<file path="src/rtl/shared_buff_pkg.sv">
// Shared types and width helpers for the shared-buffer queue manager.
package shared_buff_pkg;

  typedef enum logic {ST_INIT, ST_RUN} qctrl_state_e;

  function automatic int calc_aw(input int d);
    return $clog2(d);
  endfunction

  function automatic int calc_qw(input int q);
    return (q > 1) ? $clog2(q) : 1;
  endfunction

  function automatic int calc_cw(input int d);
    return $clog2(d + 1);
  endfunction

endpackage

</file>
<file path="src/rtl/shared_buff_link_ram.sv">
// Next-pointer link store: D x AW flops, two combinational read ports and two write ports.
module shared_buff_link_ram #(
  parameter int D  = 8,
  parameter int AW = 3
) (
  input  logic          clk,
  input  logic          we0_i,
  input  logic [AW-1:0] waddr0_i,
  input  logic [AW-1:0] wdata0_i,
  input  logic          we1_i,
  input  logic [AW-1:0] waddr1_i,
  input  logic [AW-1:0] wdata1_i,
  input  logic [AW-1:0] raddr0_i,
  output logic [AW-1:0] rdata0_o,
  input  logic [AW-1:0] raddr1_i,
  output logic [AW-1:0] rdata1_o
);

  logic [AW-1:0] mem_q [D];
  logic [AW-1:0] mem_d [D];

  // The controller guarantees the two write addresses never collide in one cycle.
  always_comb begin
    mem_d = mem_q;
    if (we0_i) mem_d[waddr0_i] = wdata0_i;
    if (we1_i) mem_d[waddr1_i] = wdata1_i;
  end

  always_ff @(posedge clk) begin
    mem_q <= mem_d;
  end

  assign rdata0_o = mem_q[raddr0_i];
  assign rdata1_o = mem_q[raddr1_i];

endmodule

</file>
<file path="src/rtl/shared_buff_qlist_ctrl.sv">
// Queue manager for the shared buffer: Q linked-list queues plus a free list over D slots.
module shared_buff_qlist_ctrl
  import shared_buff_pkg::*;
#(
  parameter int D     = 8,
  parameter int Q     = 4,
  parameter int MAX_Q = D,
  parameter int AW    = calc_aw(D),
  parameter int QW    = calc_qw(Q),
  parameter int CW    = calc_cw(D)
) (
  input  logic            clk,
  input  logic            rst,
  output logic            init_done_o,
  input  logic            push_i,
  input  logic [QW-1:0]   push_qid_i,
  output logic            push_ready_o,
  output logic [AW-1:0]   push_slot_o,
  input  logic            pop_i,
  input  logic [QW-1:0]   pop_qid_i,
  output logic [AW-1:0]   pop_slot_o,
  output logic [Q-1:0]    q_valid_o,
  output logic [Q*CW-1:0] q_cnt_o,
  output logic [CW-1:0]   free_cnt_o,
  output logic            err_o
);

  localparam logic [CW-1:0] CNT_ONE  = CW'(1);
  localparam logic [CW-1:0] CNT_MAX  = CW'(MAX_Q);
  localparam logic [CW-1:0] CNT_FULL = CW'(D);
  localparam logic [AW-1:0] IDX_LAST = AW'(D - 1);
  localparam int            SW       = CW + QW + 1;

  qctrl_state_e  state_q, state_d;
  logic [AW-1:0] idx_q, idx_d;
  logic [AW-1:0] free_head_q, free_head_d;
  logic [AW-1:0] free_tail_q, free_tail_d;
  logic [CW-1:0] free_cnt_q, free_cnt_d;
  logic [AW-1:0] head_q [Q];
  logic [AW-1:0] head_d [Q];
  logic [AW-1:0] tail_q [Q];
  logic [AW-1:0] tail_d [Q];
  logic [CW-1:0] cnt_q  [Q];
  logic [CW-1:0] cnt_d  [Q];
  logic          err_q, err_d;

  logic          run;
  logic          push_acc, pop_acc, same_q_single;
  logic          push_here, pop_here;
  logic [CW-1:0] push_cnt, pop_cnt;
  logic [AW-1:0] next_free, next_pop;
  logic          fl_we, q_we;
  logic [AW-1:0] fl_waddr, fl_wdata, q_waddr, q_wdata;
  logic [SW-1:0] occ_sum;

  assign run           = (state_q == ST_RUN);
  assign push_cnt      = cnt_q[push_qid_i];
  assign pop_cnt       = cnt_q[pop_qid_i];
  assign push_ready_o  = run && (free_cnt_q != '0) && (push_cnt < CNT_MAX);
  assign push_acc      = push_i && push_ready_o;
  assign pop_acc       = pop_i && run && (pop_cnt != '0);
  assign same_q_single = push_acc && pop_acc && (push_qid_i == pop_qid_i) && (pop_cnt == CNT_ONE);
  assign push_slot_o   = free_head_q;
  assign pop_slot_o    = head_q[pop_qid_i];
  assign free_cnt_o    = free_cnt_q;
  assign err_o         = err_q;
  assign init_done_o   = run;

  // Port 0 builds the free chain during INIT, then appends popped slots to the free tail.
  // It is skipped when the free list is (or is about to become) empty: free_tail is stale then.
  always_comb begin
    fl_we    = 1'b0;
    fl_waddr = free_tail_q;
    fl_wdata = pop_slot_o;
    if (!run) begin
      fl_we    = 1'b1;
      fl_waddr = idx_q;
      fl_wdata = idx_q + AW'(1);
    end else if (pop_acc && (free_cnt_q != '0) && !(push_acc && (free_cnt_q == CNT_ONE))) begin
      fl_we = 1'b1;
    end
    q_we    = push_acc && (push_cnt != '0) && !same_q_single;
    q_waddr = tail_q[push_qid_i];
    q_wdata = free_head_q;
  end

  shared_buff_link_ram #(.D(D), .AW(AW)) u_link (
    .clk      (clk),
    .we0_i    (fl_we),
    .waddr0_i (fl_waddr),
    .wdata0_i (fl_wdata),
    .we1_i    (q_we),
    .waddr1_i (q_waddr),
    .wdata1_i (q_wdata),
    .raddr0_i (free_head_q),
    .rdata0_o (next_free),
    .raddr1_i (pop_slot_o),
    .rdata1_o (next_pop)
  );

  always_comb begin
    state_d     = state_q;
    idx_d       = idx_q;
    free_head_d = free_head_q;
    free_tail_d = free_tail_q;
    free_cnt_d  = free_cnt_q;
    head_d      = head_q;
    tail_d      = tail_q;
    cnt_d       = cnt_q;
    err_d       = err_q;
    push_here   = 1'b0;
    pop_here    = 1'b0;
    if (!run) begin
      idx_d = idx_q + AW'(1);
      if (idx_q == IDX_LAST) begin
        state_d     = ST_RUN;
        free_head_d = '0;
        free_tail_d = IDX_LAST;
        free_cnt_d  = CNT_FULL;
      end
    end else begin
      if ((push_i && !push_ready_o) || (pop_i && (pop_cnt == '0))) err_d = 1'b1;

      // A freed slot lands on an empty (or just-emptied) free list as its sole entry.
      if (push_acc && pop_acc) begin
        if (free_cnt_q == CNT_ONE) begin
          free_head_d = pop_slot_o;
          free_tail_d = pop_slot_o;
        end else begin
          free_head_d = next_free;
          free_tail_d = pop_slot_o;
        end
      end else if (push_acc) begin
        free_head_d = next_free;
        free_cnt_d  = free_cnt_q - CNT_ONE;
      end else if (pop_acc) begin
        if (free_cnt_q == '0) free_head_d = pop_slot_o;
        free_tail_d = pop_slot_o;
        free_cnt_d  = free_cnt_q + CNT_ONE;
      end

      for (int qi = 0; qi < Q; qi++) begin
        push_here = push_acc && (push_qid_i == QW'(qi));
        pop_here  = pop_acc && (pop_qid_i == QW'(qi));
        if (push_here && pop_here) begin
          head_d[qi] = (cnt_q[qi] == CNT_ONE) ? free_head_q : next_pop;
          tail_d[qi] = free_head_q;
        end else if (push_here) begin
          if (cnt_q[qi] == '0) head_d[qi] = free_head_q;
          tail_d[qi] = free_head_q;
          cnt_d[qi]  = cnt_q[qi] + CNT_ONE;
        end else if (pop_here) begin
          head_d[qi] = next_pop;
          cnt_d[qi]  = cnt_q[qi] - CNT_ONE;
        end
      end
    end
  end

  always_ff @(posedge clk) begin
    if (rst) begin
      state_q     <= ST_INIT;
      idx_q       <= '0;
      free_head_q <= '0;
      free_tail_q <= '0;
      free_cnt_q  <= '0;
      err_q       <= 1'b0;
      for (int qi = 0; qi < Q; qi++) begin
        head_q[qi] <= '0;
        tail_q[qi] <= '0;
        cnt_q[qi]  <= '0;
      end
    end else begin
      state_q     <= state_d;
      idx_q       <= idx_d;
      free_head_q <= free_head_d;
      free_tail_q <= free_tail_d;
      free_cnt_q  <= free_cnt_d;
      err_q       <= err_d;
      head_q      <= head_d;
      tail_q      <= tail_d;
      cnt_q       <= cnt_d;
    end
  end

  always_comb begin
    occ_sum = SW'(free_cnt_q);
    for (int qi = 0; qi < Q; qi++) begin
      q_valid_o[qi]          = (cnt_q[qi] != '0);
      q_cnt_o[qi*CW +: CW]   = cnt_q[qi];
      occ_sum                = occ_sum + SW'(cnt_q[qi]);
    end
  end

  // Every slot is always either on the free list or in exactly one queue.
  always_ff @(posedge clk) begin
    if (!rst && run) assert (occ_sum == SW'(D));
  end

endmodule

</file>
<file path="config.mk">
export PLATFORM = sky130hd
export DESIGN_NAME = shared_buff_qlist_ctrl
export DESIGN_NICKNAME = d
export VERILOG_FILES = /design/src/rtl/shared_buff_pkg.sv /design/src/rtl/shared_buff_link_ram.sv /design/src/rtl/shared_buff_qlist_ctrl.sv
export SDC_FILE = /design/constraint.sdc
export NUM_CORES = 1
export LEC_CHECK = 0
export ABC_AREA = 1
export CORE_UTILIZATION = 45
export CTS_CLUSTER_SIZE = 30
export DETAILED_ROUTE_END_ITERATION = 7
export GPL_TIMING_DRIVEN = 0
export HOLD_SLACK_MARGIN = 0.1
export PLACE_DENSITY = 0.71
export SETUP_SLACK_MARGIN = 0.15
export SLEW_MARGIN = 25
export SYNTH_ARGS = -nofsm -noshare
export SYNTH_HDL_FRONTEND = slang
export SYNTH_HIERARCHICAL = 1
export SYNTH_SLANG_ARGS = --single-unit
</file>
<file path="constraint.sdc">
create_clock -name clk -period 7.5 [get_ports clk]
set_input_delay 1.875 -clock clk [delete_from_list [all_inputs] [get_ports clk]]
set_output_delay 1.875 -clock clk [all_outputs]
set_load 0.02 [all_outputs]
</file>
==> metrics.yaml <==
clocking:
  clkSlewWorstSetupHoldPaths_ns: 0.06
  cts_made_buffers: 9
  cts_setup_buffers: 0
  cts-root-buf: "sky130_fd_sc_hd__clkbuf_16"
  clock_sinks: 79
  postCtsResizedCells: 0
  clock_path_buffers: 2
  cts_tree: "built"
  worst_skew_pair.late_latency_ns: 0.35
  cts_htree_levels: 3
  cts-hold-fix-buffers: 0
yosys:
  post_synth_num_cell_types: 40
  synth_seq_cells: 79
  synth_fa_ha_area_share_pct: 7.29
  synth.cell_area_sq_um: 5660
  synth.avg_cell_area_sq_um: 6.24
  post_synth_and_or_nand_nor_area_fraction_pct: 36.7
  synth_nets: 948
  synth_xor_area_share_pct: 0.928
  synth-async-reset-ratio_pct: 0
  synthesized_instance_count: 907
  synth_top_family_by_area: "simple AND/OR/NAND/NOR gates"
  synth.yosys.seq_area_share_pct: 27.9
  synth_mux_area_share_pct: 0
  synth-compound-area-share_pct: 15.5
  yosysWarningCount: 6
  count_of_flip_flops_with_a_built_in_enable_after_synthesis: 0
  synth_flop_cell: "sky130_fd_sc_hd__dfxtp_1"
sta:
  holdWs_ns: 0.451
  setup_total_negative_slack_ns: 0
  max_slew_margin_pct: 37.4
  finalSetupViolations: 0
  final-hold-violation-count: 0
  achievable-frequency_mhz: 179
  rsz0062_at_grt: "no"
  maxSlewViolCount: 0
  tightest_slew_ns: 0.938
  layout_min_cycle_time_ns: 5.58
  skew_ns: 0.0113
  final_min_period_over_clock_period_pct: 74.4
route:
  postRouteWirelength_um: 15800
  route.detailed.drc: 0
  vias_cell: 5.13
  drt-initial-drc-count: 435
  routed_wire_length_per_instance_um: 14.0
  detail-route-antenna-nets: 0
  route.vias.total: 5782
  detailedRoute.firstPassIterationCount: 5
global_route:
  grt_pass1_vias: 5166
  grt_start_max_net_pins: 24
  grt-ovfl-total: 0
  grt_antenna_before_repair: 0
  globalRouteTotalUtil_pct: 25.2
  global_route_wire_length_before_repair_um: 25400
floorplan:
  ios: 41
  chip_width_um: 114
  fp-row-count: 40
  core_sq_um: 12200
  initial_utilization_pct: 46.6
  dieArea_sq_um: 13000
  chipHeight_um: 114
setup_path:
  worstSetupPathType: "in -> out"
  cp_cell_sequence: "clkdlybuf4s50_1 > inv_2 > nand3_1 > nand2_2 > nor2_4 > nand2_1 > inv_1 > clkdlybuf4s50_1"
  setup.worst_path.end_class: "primary output"
  crit_start_category: "input port"
  cp_slowest_stage_delay_ns: 0.66
  critPathMostFrequentCell: "sky130_fd_sc_hd__clkdlybuf4s50_1"
  critPathRequiredTime_ns: 5.62
  arrival_ns: 3.71
  worstPathMaxFanout: 6
  slowest_stage: "sky130_fd_sc_hd__clkdlybuf4s50_1"
cells_and_area:
  utilization_pct: 53.8
  design_area_sq_um: 6540
  post_route_cells_drive_above_1_share_pct: 7.82
  n_fill_cell: 1274
  area_delta_synth_final_pct: 15.5
  final_nets: 996
  antenna_cells_inserted: 0
  layout.cells.most_common_list: "sky130_fd_sc_hd__nand2_1, sky130_fd_sc_hd__inv_1, sky130_fd_sc_hd__nand3_1, sky130_fd_sc_hd__dfxtp_1, sky130_fd_sc_hd__a21oi_1"
  final_common_cell: "sky130_fd_sc_hd__nand2_1"
hold_path:
  min-delay-path-class: "reg -> reg"
place:
  numPortBuffers: 37
  dpl_cell_area_sq_um: 6240
  routabilityCongestion: 0.884
  place.detailed.hpwl_um: 11600
power:
  vdd_ir_drop_max_mv: 0.136
  static-leakage-power_nw: 3.08
  power-per-cell-area_nw_per_um2: 190
  total_power_mw: 1.25
job:
  max-cap-violations: 0
status:
  outcome: "finished clean"
-- worst max-delay path: cells and delay by family --
family                 cells  cell delay, ns
AND/OR/NAND/NOR            4            0.40
buffers and inverters      4            1.43
-- power by group --
group	internal [mW]	switching [mW]	total [mW]	leakage, nW
combinational	0.0995	0.202	0.301	2.29
sequential	0.478	0.0203	0.498	0.645
clock	0.272	0.173	0.446	0.151
total	0.850	0.396	1.25	3.08
-- final cells by class --
| type | count | area, sq um | area share [%] |
|---|---|---|---|
| clock buffers | 11 | 253 | 3.86 |
| flip-flops and latches | 79 | 1580 | 24.2 |
| inverters | 142 | 537 | 8.20 |
| multi-input cells | 667 | 3420 | 52.3 |
| repair buffers | 37 | 370 | 5.66 |
| clock inverters | 4 | 45.0 | 0.688 |
| well taps | 168 | 210 | 3.21 |
| plain buffers | 19 | 123 | 1.87 |
-- path summary, 6_finish.rpt --
kind,cells after the start,slack [ns],from,to
max,8,1.92,push_qid_i[0],push_ready_o
min reg2reg,2,0.45,tail_q[4]$_SDFFE_PP0P_,tail_q[4]$_SDFFE_PP0P_
min,2,0.45,tail_q[4]$_SDFFE_PP0P_,tail_q[4]$_SDFFE_PP0P_
max reg2reg,12,4.61,free_cnt_o[0]$_SDFFE_PP0P_,head_q[6]$_SDFFE_PP0P_
-- through the flow --
step                      cells  setup WS, ns
after detailed placement   1112          1.94
after global routing       1127          1.87
final                      1127          1.92
after floorplan             907          2.96
after CTS                  1127          1.93
after global placement     1112          1.94
-- sequential cells by signal (all words and copies together) (netlist names) --
register	cells
init_done_o	1
head_q	12
free_tail_q	3
tail_q	12
q_cnt_o	16
idx_q	3
u_link/mem_q	24
free_cnt_o	4
err_o	1
push_slot_o	3
-- per-layer routing --
metal | GRT usage, % | routed length, um
met2 | 40.4 | 7100
met1 | 33.3 | 7370
met3 | 4.66 | 920
met4 | 10.6 | 427
met5 | 0 | 0
-- cell usage after synthesis (6+ instances only) --
| library cell | count | area share, % |
|---|---|---|
| sky130_fd_sc_hd__nand2_1 | 315 | 21 |
| sky130_fd_sc_hd__inv_1 | 131 | 8.7 |
| sky130_fd_sc_hd__dfxtp_1 | 79 | 28 |
| sky130_fd_sc_hd__nand3_1 | 78 | 6.9 |
| sky130_fd_sc_hd__a21oi_1 | 52 | 4.6 |
| sky130_fd_sc_hd__o21ai_0 | 50 | 4.4 |
| sky130_fd_sc_hd__nor2_1 | 44 | 2.9 |
| sky130_fd_sc_hd__ha_1 | 33 | 7.3 |
| sky130_fd_sc_hd__a31oi_1 | 13 | 1.4 |
| sky130_fd_sc_hd__inv_2 | 8 | 0.53 |
| sky130_fd_sc_hd__nand2_2 | 8 | 0.88 |
| sky130_fd_sc_hd__nor2_4 | 8 | 1.6 |
| sky130_fd_sc_hd__o21ai_1 | 8 | 0.71 |
| sky130_fd_sc_hd__buf_2 | 7 | 0.62 |
| sky130_fd_sc_hd__a211oi_1 | 6 | 0.80 |
| sky130_fd_sc_hd__clkbuf_1 | 6 | 0.40 |
| sky130_fd_sc_hd__o211ai_1 | 6 | 0.80 |
-- cells by family (layout without fill, tap and decap cells) --
family	Yosys count	after routing
AOI/OAI and AO/OA	154	154
adders and majority gates	33	33
buffers and inverters	161	213
and+or+nand+nor	474	474
DFF	79	79
xor gates and xnor gates	6	6
(Power assumes the default switching activity.)
==> patch, RTL diff (same flow settings) <==
Make the reset (`rst`) asynchronous in one clocked block.
--- a/src/rtl/shared_buff_qlist_ctrl.sv
+++ b/src/rtl/shared_buff_qlist_ctrl.sv
@@ -157,7 +157,7 @@
     end
   end
 
-  always_ff @(posedge clk) begin
+  always_ff @(posedge clk or posedge rst) begin
     if (rst) begin
       state_q     <= ST_INIT;
       idx_q       <= '0;
Formal check against the unedited RTL: differs if rst is asserted again (counterexample within 10 cycles, from zero or initial values and one cycle with rst high); with rst held inactive, the same outputs for 10 cycles.
==> patch against the unedited design <==
  * Final area is 2.5% higher
  * Sequential cell count unchanged
  * Hold slack better by 0.029 ns
  * Synthesized area rose by 2.9%
  * Worst setup slack lost 0.0052 ns
  * Routed wire length shrank 3.2%
  * First-iteration DRC count shrank 6.9%
  * Non-clock buffer count increased by 1
  * Critical endpoint is now pop_slot_o[1]
Power is not compared: it rests on default switching activity, and its combinational part moved more than twofold at a synthesized area within 25%.
==> patch: results (changes against the unedited design) <==
clocking:
  clk_latency_ns: 0.35  # about the same
  clk_path_buf_depth: 2  # unchanged
  cts-resized-gates: 0  # unchanged
  cts_inserted_buffers: 9  # unchanged
  post_cts_buffers: 0  # unchanged
  root_buffer: "clkbuf_16"  # unchanged
  h-tree-depth: 3  # unchanged
cells_and_area:
  regMostFlops: "u_link/mem_q"  # unchanged
  nNetsFinal: 994  # was 996
  drive_above_1_share_pct: 6.367  # was 7.821%
  largest_reg_flops: 24  # unchanged
  n_antenna_cell: 0  # unchanged
  instances_no_fill: 1130  # was 1127
setup_path:
  cp_slowest_cell: "clkdlybuf4s50_1"  # unchanged
  r2r_start: "free_cnt_o[0]$_DFFE_PP0P_"  # was free_cnt_o[0]$_SDFFE_PP0P_
  crit_path_max_incr_delay_ns: 0.70  # was 0.66 ns
  regToRegEndpoint: "u_link/mem_q[11]$_DFF_P_"  # was head_q[6]$_SDFFE_PP0P_
  arrival_ns: 3.71  # about the same
  setup.worst_path.start: "pop_qid_i[0]"  # was push_qid_i[0]
  r2r_slack_ns: 4.49  # was 4.61 ns
  path_max_fanout: 11  # was 6
  r2r_cells: 16  # was 12
  endpoint: "pop_slot_o[1]"  # was push_ready_o
global_route:
  grt_usage_pct: 24.46  # was 25.22%
  antenna_found_initial: 0  # unchanged
  grt_pass1_vias: 5053  # was 5166
  grt_max_degree: 49  # was 24
  grt_pass1_wl_um: 25330  # was 25420 µm
pwr:
  leakagePower_nw: 3.637
  max-vdd-ir-drop_mv: 0.2290
  powerSeq_uw: 805
  switching_share_pct: 48.16
  p_per_area_nw_per_um2: 404.8
  p_comb_share_pct: 55.2
logic_synthesis:
  avgSynthCellArea_um2: 6.450  # was 6.245 µm²
  yosys_warnings: 6  # unchanged
  synth_area_leaders: "dfrtp_1, nand2_1, inv_1"  # was dfxtp_1, nand2_1, inv_1
  synth-seq-area-share_pct: 31.85  # was 27.92%
  ys_top_cells_by_count: "nand2_1, inv_1, nand3_1, dfrtp_1, nor2_1"  # was nand2_1, inv_1, dfxtp_1, nand3_1, a21oi_1
  async_flop_share_pct: 69.62  # was 0%
  synthesis.nets: 945  # was 948
  synthDistinctLibCells: 37  # was 40
timing:
  fin_skew_ns: 0.006309  # was 0.01128 ns
  setup_slack_ns: 1.913  # was 1.918 ns
  tightest_slew_ns: 0.8285  # was 0.9378 ns
  holdWs_ns: 0.4803  # was 0.4511 ns
outcome:
  status: "finished clean"  # unchanged
placed_design:
  place_area_um2: 6446  # was 6245 µm²
  gp_congestion: 0.8932  # was 0.8838
  port_buffers: 37  # unchanged
  dp_cells: 1114  # was 1112
  dpl.hpwl_um: 11200  # was 11580 µm
worst_hold_path:
  worstHoldPathType: "reg2reg"  # unchanged
detailed_routing:
  firstDrtPassIters: 5  # unchanged
  wire_per_inst_um: 13.54  # was 14.03 µm
  via_per_inst: 5.058  # was 5.130
  dr.first_iter.drc_count: 405  # was 435
patch: area by class of cell:
cell class | count | area (µm²)
fillers | 1314 | 5911
clock inverters | 1 | 5.005
clock buffers | 15 | 257.7
multi-input cells | 660 | 3297
well taps | 172 | 215.2
plain buffers | 19 | 126.4
repair buffers | 38 | 397.9
inverters | 146 | 553.0
flip-flops and latches | 79 | 1857
patch: worst min path at each step:
stage                                start                     end  cells after the start
detailed placement  tail_q[10]$_DFFE_PP0P_  tail_q[10]$_DFFE_PP0P_                      2
CTS                 tail_q[10]$_DFFE_PP0P_  tail_q[10]$_DFFE_PP0P_                      2
finish              head_q[10]$_DFFE_PP0P_  head_q[10]$_DFFE_PP0P_                      2
global route        head_q[10]$_DFFE_PP0P_  head_q[10]$_DFFE_PP0P_                      2
global placement    tail_q[10]$_DFFE_PP0P_  tail_q[10]$_DFFE_PP0P_                      2
floorplan            tail_q[6]$_DFFE_PP0P_   tail_q[6]$_DFFE_PP0P_                      2
patch: cells by family after synthesis:
| family | Yosys count | share of synthesized area, % |
|---|---|---|
| AOI/OAI and AO/OA | 83 | 8.391 |
| xor gates and xnor gates | 19 | 2.854 |
| adders and majority gates | 33 | 7.082 |
| buffers and inverters | 165 | 11.61 |
| DFF | 79 | 31.85 |
| and+or+nand+nor | 525 | 38.22 |
patch: routing by layer:
layer / GRT usage [%] / up-vias / share of wire (%)
li1: - / 2904 / -
met1: 34.78 / 2620 / 48
met2: 38.49 / 173 / 44
met3: 3.556 / 19 / 5.8
met4: 7.265 / 0 / 1.3
met5: 0 / - / 0
patch: worst max-delay path, delay by kind of cell:
family	cells	cell delay (ns)
compound gates	1	0.15
buf+inv	3	0.91
simple gates	2	0.77
